File: config.mk
export PLATFORM = sky130hd
export DESIGN_NAME = or4_event_capture
export DESIGN_NICKNAME = d
export VERILOG_FILES = /design/src/rtl/or4_event_capture.sv
export SDC_FILE = /design/constraint.sdc
export NUM_CORES = 1
export LEC_CHECK = 0
export BUFFER_PORTS_ARGS = -buffer_cell sky130_fd_sc_hd__clkbuf_2
export CAP_MARGIN = 15
export CORE_ASPECT_RATIO = 1.2
export CORE_MARGIN = 2
export CORE_UTILIZATION = 45
export CTS_CLUSTER_SIZE = 28
export DETAILED_ROUTE_END_ITERATION = 16
export PLACE_DENSITY = 0.66
export SYNTH_ARGS = -nofsm -noshare
export SYNTH_HDL_FRONTEND = slang
export SYNTH_SLANG_ARGS = --single-unit
File: constraint.sdc
create_clock -name CLK -period 5.6 [get_ports CLK]
set_clock_uncertainty 0.1 [all_clocks]
set_input_delay 0.84 -clock CLK [delete_from_list [all_inputs] [get_ports CLK]]
set_output_delay 0.84 -clock CLK [all_outputs]
set_load 0.02 [all_outputs]
File: src/rtl/or4_event_capture.sv
// rtl/or4_event_capture.sv - edge capture, sticky pending flags and qualified request downstream of an OR4 cell
// Async inputs are synchronized, rising edges latched per line, and the OR of the flags is issued as a registered request.
module or4_event_capture #(
  parameter int SYNC_STAGES = 2,
  parameter int HOLDOFF     = 4,
  parameter int CW          = 8
) (
  input  logic          CLK,
  input  logic          RN,
  input  logic          A1,
  input  logic          A2,
  input  logic          A3,
  input  logic          A4,
  input  logic [3:0]    EN,
  input  logic          ACK,
  input  logic [3:0]    CLR,
  input  logic          CCLR,
  output logic          Z,
  output logic [3:0]    PEND,
  output logic [CW-1:0] CNT
);

  typedef enum logic [1:0] {IDLE, ACTIVE, HOLD} state_t;

  localparam logic [7:0]    HOLD_LOAD = (HOLDOFF > 0) ? 8'(HOLDOFF - 1) : 8'd0;
  localparam logic [CW+2:0] CNT_MAX   = {3'b000, {CW{1'b1}}};

  logic [SYNC_STAGES-1:0][3:0] sync_q;
  logic [3:0]    edge_flop_q, edge_q;
  logic          ack_q;
  logic [3:0]    pend_q, pend_d;
  logic [CW-1:0] cnt_q, cnt_d;
  logic          z_q, z_d;
  logic [7:0]    hold_q, hold_d;
  state_t        state_q, state_d;

  logic [3:0]    sync_out, accepted, clr_mask;
  logic          ack_rise;
  logic [2:0]    n_acc;
  logic [CW-1:0] cnt_base;
  logic [CW+2:0] cnt_sum;

  assign sync_out = sync_q[SYNC_STAGES-1];
  // edge_q adds one register so accepted edges come straight from a flop
  assign accepted = edge_q & EN;
  assign ack_rise = ACK & ~ack_q;
  assign clr_mask = ack_rise ? CLR : 4'b0000;
  // OR-ing the capture after the clear makes set win on a collision
  assign pend_d   = (pend_q & ~clr_mask) | accepted;

  assign n_acc    = {2'b00, accepted[0]} + {2'b00, accepted[1]} +
                    {2'b00, accepted[2]} + {2'b00, accepted[3]};
  assign cnt_base = CCLR ? '0 : cnt_q;
  assign cnt_sum  = {3'b000, cnt_base} + {{CW{1'b0}}, n_acc};
  assign cnt_d    = (cnt_sum > CNT_MAX) ? {CW{1'b1}} : cnt_sum[CW-1:0];

  always_comb begin
    state_d = state_q;
    hold_d  = hold_q;
    case (state_q)
      IDLE: begin
        if (pend_d != 4'b0000) state_d = ACTIVE;
      end
      ACTIVE: begin
        if (ack_rise && pend_d == 4'b0000) begin
          if (HOLDOFF > 0) begin
            state_d = HOLD;
            hold_d  = HOLD_LOAD;
          end else begin
            state_d = IDLE;
          end
        end
      end
      HOLD: begin
        if (hold_q == 8'd0) state_d = (pend_d != 4'b0000) ? ACTIVE : IDLE;
        else                hold_d  = hold_q - 8'd1;
      end
      default: state_d = IDLE;
    endcase
    z_d = (state_d == ACTIVE);
  end

  always_ff @(posedge CLK or negedge RN) begin
    if (!RN) begin
      sync_q      <= '0;
      edge_flop_q <= 4'b0000;
      edge_q      <= 4'b0000;
      ack_q       <= 1'b0;
      pend_q      <= 4'b0000;
      cnt_q       <= '0;
      z_q         <= 1'b0;
      hold_q      <= 8'd0;
      state_q     <= IDLE;
    end else begin
      sync_q      <= {sync_q[SYNC_STAGES-2:0], {A4, A3, A2, A1}};
      edge_flop_q <= sync_out;
      edge_q      <= sync_out & ~edge_flop_q;
      ack_q       <= ACK;
      pend_q      <= pend_d;
      cnt_q       <= cnt_d;
      z_q         <= z_d;
      hold_q      <= hold_d;
      state_q     <= state_d;
    end
  end

  assign Z    = z_q;
  assign PEND = pend_q;
  assign CNT  = cnt_q;

endmodule
==> Yosys cells after proc, flatten, opt, wreduce, memory -nomap -nowiden <==
Index checks and enable logic that the tools add are counted.
{ "totals": {"out_inout_bits": 13, "wordCells": 47, "inputBits": 16, "register_bits": 40} }
{ "classes": {"reduce_logical": 7, "n_addsub": 5, "n_lt_le_gt_ge": 1, "n_eq_ne": 5, "mux": 11, "n_bitwise": 8} }
{ "ops": {"columns": ["cell", "count"], "rows": [
  ["$mux 8", 4],
  ["$pmux 8 s2", 1],
  ["$and 4x4->4", 3],
  ["$add 8x3->9", 1],
  ["$gt 9x8->1 const B", 1],
  ["$logic_not 8->1", 1],
  ["$not 4->4", 2],
  ["$sub 8x1->8 const B", 1],
  ["$mux 2", 3],
  ["$pmux 2 s3", 1],
  ["$eq 2x1->1 const B", 2],
  ["$logic_not 4->1", 1],
  ["$mux 4", 1],
  ["$ne 2x2->1 const B", 2],
  ["$or 4x4->4", 1],
  ["$reduce_bool 4->1", 1],
  ["$add 2x1->3", 1],
  ["$add 3x1->3", 1],
  ["$reduce_and 3->1", 1],
  ["$add 1x1->2", 1],
  ["$eq 2x2->1 const B", 1],
  ["$logic_not 2->1", 1],
  ["$reduce_bool 2->1", 1],
  ["$and 1x1->1", 1],
  ["3 further kinds", 3]
]} }

==> Logic depth before layout (Yosys ltp) <==
Gate-level depths: netlist of run 1.
{ "depth": {"word_depth": 11, "ltp_mapped": 9, "depth_no_buf": 9} }

==> Worst setup path before layout of run 1 <==
Ideal clock, no wire load.
{ "synth_timing": {"path_kind": "input port to flip-flop", "start": "input EN[0]", "end": "register cnt_q[4] (netlist: CNT[4])", "arrival_ns": 2.847, "path_stages": 7, "slack_ns": 2.570, "required_time_ns": 5.417, "setup_ns": 0.083, "path_buffers": 0, "cell_sequence": "nand2_1 -> fa_1 -> fa_1 -> fa_1 -> nor3_1 -> nand3_1 -> o21ai_0"} }
{ "synth_between": {"elab_chain_cells": 7} }
{ "synth_lines": {"columns": ["item", "line_no", "text"], "rows": [
  ["from (decl)", "14", "input logic [3:0] EN,"],
  ["$and 4x4->4 (*)", "45", "assign accepted = edge_q & EN;"],
  ["$add 1x1->2 (*)", "51", "assign n_acc = {2'b00, accepted[0]} + {2'b00, accepted[1]} +"],
  ["$add 2x1->3 (*)", "51", null],
  ["$add 3x1->3 (*)", "52", "{2'b00, accepted[2]} + {2'b00, accepted[3]};"],
  ["$add 8x3->9 (*)", "54", "assign cnt_sum = {3'b000, cnt_base} + {{CW{1'b0}}, n_acc};"],
  ["$gt 9x8->1", "55", "assign cnt_d = (cnt_sum > CNT_MAX) ? {CW{1'b1}} : cnt_sum[CW-1:0];"],
  ["$mux 8 (*)", "55", null],
  ["named net cnt_d[4]", "32", "logic [CW-1:0] cnt_q, cnt_d;"],
  ["to (signal assigned)", "100", "cnt_q <= cnt_d;"],
  ["to (decl)", "32", null]
]} }
Mark *: on every way through the listed nets, which the timed path passes. The rest lies on a longest branch.
A chain may end at the register's enable or synchronous reset.

==> Worst setup path after layout of run 1 <==
{ "layout_timing": {"start": "input EN[0]", "end": "register cnt_q[5] (netlist: CNT[5])"} }
The elaborated chain is that of the path after synthesis.

==> results of run 1 <==
[cells in the mapped netlist]
cell type / n / area share
o31a_1: 1 / 0.0053
ha_1: 2 / 0.015
o31ai_1: 1 / 0.0046
inv_1: 6 / 0.014
a22o_1: 4 / 0.021
xor2_1: 1 / 0.0053
or4_1: 3 / 0.014
nand3_1: 3 / 0.0091
nor2_1: 10 / 0.023
or2_2: 1 / 0.0038
fa_1: 3 / 0.037
nor2b_1: 8 / 0.030
nor4_1: 1 / 0.0038
nor3_1: 3 / 0.0091
or4_4: 1 / 0.0069
o21ai_0: 4 / 0.012
or2_1: 1 / 0.0038
a21oi_1: 8 / 0.024
nand3b_1: 5 / 0.023
nor4b_4: 1 / 0.014
a2111oi_0: 1 / 0.0053
nand2b_1: 5 / 0.019
nand2_1: 15 / 0.034
dfrtp_1: 40 / 0.61
xnor2_1: 6 / 0.032
o211ai_1: 1 / 0.0046
o2bb2ai_1: 2 / 0.011
o21a_1: 1 / 0.0046
[metal layers]
metal | global-route usage | vias to the layer above
met5 | 0 | -
met4 | 0.0783 | 0
met3 | 0.0556 | 9
met2 | 0.249 | 33
met1 | 0.194 | 535
li1 | - | 542
[path summary, 6_finish.rpt]
kind                                startpoint               endpoint  slack (ns)  cells past startpoint
max                                      EN[0]       CNT[5]$_DFF_PN0_        2.52                      8
min                        sync_q[1]$_DFF_PN0_  sync_out[1]$_DFF_PN0_        0.26                      0
max reg2reg                edge_q[0]$_DFF_PN0_       CNT[5]$_DFF_PN0_        2.80                      7
min reg2reg                sync_q[1]$_DFF_PN0_  sync_out[1]$_DFF_PN0_        0.26                      0
max in group asynchronous                   RN  hold_q[3]$_DFFE_PN0P_        4.23                      1
min in group asynchronous                   RN    edge_q[2]$_DFF_PN0_        0.58                      1
[worst max-delay path, delay by kind of cell]
kind / cells / cell delay [ns]
adders and majority gates: 3 / 1.39
and+or+nand+nor: 3 / 0.71
AOI/OAI and AO/OA: 1 / 0.14
buffers and inverters: 1 / 0.09
[state kept, by name, indices dropped and copies added (netlist names)]
name and flops:
CNT 8, PEND 4, Z 1, ack_q 1, edge_flop_q 4, edge_q 4, hold_q 8, state_q 2
sync_out 4, sync_q 4
[power by group through the flow]
stage / sequential [uW] / combinational (uW) / clock, uW
6_report: 373 / 117 / 237
5_1_grt: 382 / 134 / 258
4_1_cts: 373 / 120 / 243
3_5_place_dp: 378 / 119 / 0
3_3_place_gp: 374 / 115 / 0
2_1_floorplan: 382 / 71.4 / 0
[layout make-up]
cell class,instances,area (sq um),share of cell area
clock buffers,5,68.8,0.0353
clock inverters,3,47.5,0.0244
inverters,6,22.5,0.0116
multi-input cells,92,618,0.317
flip-flops and latches,40,1000,0.514
well taps,39,48.8,0.0251
repair buffers,28,140,0.0720
[stage by stage]
| step | cells | hold slack [ns] | utilization |
|---|---|---|---|
| after CTS | 213 | 0.258 | 0.545 |
| after floorplan | 138 | 0.231 | - |
| after global placement | 205 | 0.232 | 0.512 |
| after detailed placement | 205 | 0.237 | 0.512 |
| final | 213 | 0.256 | 0.545 |
| after global routing | 213 | 0.277 | 0.545 |
[kinds of logic (layout without fill, tap and decap cells)]
logic type | count (synthesis) | after routing | synth area share
xor+xnor | 7 | 7 | 0.0373
compound gates | 23 | 23 | 0.0930
flops | 40 | 40 | 0.610
simple gates | 57 | 57 | 0.194
fa+ha+maj | 5 | 5 | 0.0518
buf+inv | 6 | 42 | 0.0137
==> impl_metrics.env, run 1 <==
export IMPL_grt_max_degree=41
export IMPL_slowest_stage="fa_1"
export IMPL_worstPathCellList="clkbuf_2 > nand2_1 > fa_1 > fa_1 > fa_1 > nor3_1 > nand3_1 > o21ai_0"
export IMPL_setup_viol=0
export IMPL_antennaDiodeCount=0
export IMPL_rows=24
export IMPL_layout_commonest_cell="dfrtp_1"
export IMPL_rsz0062_at_grt="no"
export IMPL_portBuffers=28
export IMPL_timing_final_crit_share=0.549
export IMPL_die_x_um=59.1
export IMPL_htree_levels=2
export IMPL_dr_total_vias=1119
export IMPL_worst_slew_pin_slew_ns=0.945
export IMPL_dp_worst_setup_slack_ns=2.23
export IMPL_layout_common_cells="dfrtp_1, clkbuf_2, nand2_1"
export IMPL_met1Wirelength_mm=1.20
export IMPL_leakage_uw=0.000881
export IMPL_synth_seq_area_share=0.610
export IMPL_path_class="in -> reg"
export IMPL_path_common_cell="fa_1"
export IMPL_vdd_drop_max_mv=0.193
export IMPL_hold_path_class="reg -> reg"
export IMPL_cp_data_required_time_ns=5.71
export IMPL_internal_power_uw=524
export IMPL_place_area_sq_mm=0.00183
export IMPL_syn_to_final_growth_pct=18.6
export IMPL_gr_usage_all_layers=0.160
export IMPL_clk_pin_slew_ns=0.08
export IMPL_seqPwrFrac=0.513
export IMPL_overflow=0
export IMPL_synth_seq_cells=40
export IMPL_wl_met2_mm=1.39
export IMPL_place_hpwl_mm=2.07
export IMPL_first_pass_iters=4
export IMPL_gp_congestion=0.825
export IMPL_cts_tree="built"
export IMPL_ctsResizeCount=0
export IMPL_core_area_sq_mm=0.00357
export IMPL_met3_wirelength_um=156
export IMPL_die_height_um=70.2
export IMPL_syn_inst=138
export IMPL_ys_warn_count=0
export IMPL_clock_sinks=40
export IMPL_max_clock_freq_mhz=325
export IMPL_routed_top_layer="met4"
export IMPL_worstPathArrival_ns=3.19
export IMPL_p_comb_frac=0.161
export IMPL_cts_root_buf="clkbuf_8"
export IMPL_postRouteAntennaNets=0
export IMPL_switching_power_uw=203
export IMPL_switching_share=0.280
export IMPL_fillers=319
export IMPL_finalHoldViolations=0
export IMPL_routed_wl_mm=2.83
export IMPL_clock_path_buffers=2
export IMPL_worstSetupEndpointType="flop"
export IMPL_wl_per_cell_um=13.3
export IMPL_status="finished, final reports clean"
export IMPL_post_drt_via_cell_ratio=5.25
export IMPL_die_area_sq_mm=0.00415
export IMPL_p_per_area_mw_per_mm2=374
export IMPL_max_slew_margin=0.370
export IMPL_avgSynthCellArea_sq_um=11.9
export IMPL_synth_area_sq_mm=0.00164
export IMPL_grt_pass1_vias=1104
export IMPL_first_iter_violations=57
export IMPL_synth_cell_types=28
export IMPL_startpoint_type="input pin"
export IMPL_grt_pass1_wl_mm=4.91
export IMPL_final_nets=194
export IMPL_numCtsBuffers=5
export IMPL_ios=29
export IMPL_setup_ws_ns=2.52
export IMPL_antenna_found_initial=0
export IMPL_holdBufCountCts=0
export IMPL_final_max_slew_violation_count=0
export IMPL_drive_gt1_frac=0.224
export IMPL_period_needed_ns=3.08
export IMPL_power_uw=727
export IMPL_maxCapViolations=0
export IMPL_cp_max_fo=6
export IMPL_initial_core_util=0.459
export IMPL_worstSkewPairLatency_ns=0.30
export IMPL_synth_nets=159
export IMPL_cts_setup_buffers=0
export IMPL_setup_tns_ns=0
export IMPL_drc=0
export IMPL_worst_path_largest_cell_delay_ns=0.50
export IMPL_clkPwrFrac=0.326
export IMPL_fin_area_sq_mm=0.00195
No activity file was read; power rests on OpenSTA's default activity.
==> run 2, diff against run 1 <==
Settings changed: PLACE_DENSITY 0.66 to 0.69.
Clock period 5.6 ns to 2.69 ns, I/O delays scaled along.
==> impl_metrics.env, run 2 (synthesis gave the netlist of run 1 again) <==
export IMPL_setup_viol=0
export IMPL_timing_final_crit_share=0.935
export IMPL_clock_sinks=40
export IMPL_startpoint_type="flop"
export IMPL_final_max_slew_violation_count=0
export IMPL_setup_tns_ns=0
export IMPL_post_drt_via_cell_ratio=5.36
export IMPL_antennaDiodeCount=0
export IMPL_rsz0062_at_grt="no"
export IMPL_dp_worst_setup_slack_ns=-0.107
export IMPL_cts_tree="built"
export IMPL_layout_common_cells="dfrtp_1, clkbuf_2, nand2_1"
export IMPL_r2r_slack_ns=0.17
export IMPL_routed_top_layer="met4"
export IMPL_vdd_drop_max_mv=0.481
export IMPL_worstSetupEndpointType="flop"
export IMPL_syn_to_final_growth_pct=20.2
export IMPL_clock_path_buffers=2
export IMPL_worstPathArrival_ns=2.65
export IMPL_cp_data_required_time_ns=2.82
export IMPL_die_area_sq_mm=0.00415
export IMPL_gp_congestion=0.871
export IMPL_drive_gt1_frac=0.251
export IMPL_portBuffers=28
export IMPL_setup_ws_ns=0.174
export IMPL_place_hpwl_mm=2.17
export IMPL_cts_setup_buffers=0
export IMPL_p_per_area_mw_per_mm2=774
export IMPL_core_area_sq_mm=0.00357
export IMPL_met1Wirelength_mm=1.24
export IMPL_status="finished, final reports clean"
export IMPL_crit_start="edge_q[0]$_DFF_PN0_"
export IMPL_ctsResizeCount=0
export IMPL_cts_root_buf="clkbuf_8"
export IMPL_dr_total_vias=1148
export IMPL_max_slew_margin=0.356
export IMPL_first_iter_violations=44
export IMPL_wl_per_cell_um=13.9
export IMPL_postRouteAntennaNets=0
export IMPL_worstSkewPairLatency_ns=0.30
export IMPL_met3_wirelength_um=162
export IMPL_antenna_found_initial=0
export IMPL_ios=29
export IMPL_finalHoldViolations=0
export IMPL_die_height_um=70.2
export IMPL_grt_pass1_wl_mm=5.00
export IMPL_wl_met2_mm=1.46
export IMPL_worst_slew_pin_slew_ns=0.965
export IMPL_grt_pass1_vias=1138
export IMPL_first_pass_iters=4
export IMPL_r2r_cells=9
export IMPL_hold_end="sync_q[0]$_DFF_PN0_"
export IMPL_period_needed_ns=2.52
export IMPL_hp_start="A1"
export IMPL_max_clock_freq_mhz=397
export IMPL_reg2reg_from="edge_q[0]$_DFF_PN0_"
export IMPL_die_x_um=59.1
export IMPL_power_uw=1530
export IMPL_gr_usage_all_layers=0.163
export IMPL_path_class="reg -> reg"
export IMPL_grt_max_degree=41
export IMPL_maxCapViolations=0
export IMPL_holdBufCountCts=0
export IMPL_leakage_uw=0.000887
export IMPL_routed_wl_mm=2.97
export IMPL_hold_path_class="in -> reg"
export IMPL_hold_depth=1
export IMPL_overflow=0
export IMPL_layout_commonest_cell="dfrtp_1"
export IMPL_numCtsBuffers=5
export IMPL_rows=24
export IMPL_htree_levels=2
export IMPL_drc=0
export IMPL_final_nets=195
export IMPL_cp_max_fo=4
export IMPL_r2r_end="CNT[7]$_DFF_PN0_"
export IMPL_clk_pin_slew_ns=0.08
export IMPL_initial_core_util=0.459
[run 2: cell types whose count changed in the layout (fill, tap and decap cells not counted), sizes merged]
| cell | previous run | this run |
|---|---|---|
| buf | 0 | 1 |
[run 2: worst max path at each step]
stage                     cells after the start               end
after floorplan                               7  CNT[4]$_DFF_PN0_
after global placement                        9  CNT[5]$_DFF_PN0_
after detailed placement                      9  CNT[7]$_DFF_PN0_
after CTS                                     8  CNT[5]$_DFF_PN0_
after global routing                          8  CNT[5]$_DFF_PN0_
final                                         9  CNT[7]$_DFF_PN0_
[run 2: area by class of cell]
cell class                 instances  area (sq um)
multi-input combinational         92           637
timing repair buffer              29           148
clock buffer                       5          68.8
clock inverter                     3          47.5
sequential                        40          1000
inverter                           6          22.5
tap                               39          48.8
fill                             289          1600
[run 2: per-stage QoR]
step           area [sq um]  hold slack (ns)   util  std cells
2_1_floorplan          1640          0.00791      -        138
3_3_place_gp           1840            0.232  0.514        206
3_5_place_dp           1840            0.235  0.514        206
4_1_cts                1950           0.0975  0.547        214
5_1_grt                1970           0.0949  0.552        214
6_report               1970            0.110  0.552        214
[run 2: per-layer routing]
metal / GRT usage / vias to the layer above
li1: - / 541
met1: 0.186 / 560
met2: 0.256 / 36
met3: 0.0574 / 11
met4: 0.104 / 0
met5: 0 / -
[run 2: power breakdown]
group | switching [uW] | leakage, uW | internal (uW)
registers | 79.5 | 0.000483 | 697
logic | 140 | 0.000346 | 115
clock network | 215 | 0.0000583 | 279
total | 435 | 0.000887 | 1090
[run 2: critical path, cell delays in order, from the launching register on]
cell and delay, ns:
dfrtp_1 0.35, nand2_1 0.08, fa_1 0.50, fa_1 0.45
fa_2 0.39, nor3_2 0.18, buf_4 0.14, nand3b_1 0.09
o21ai_0 0.08, nor2_1 0.09
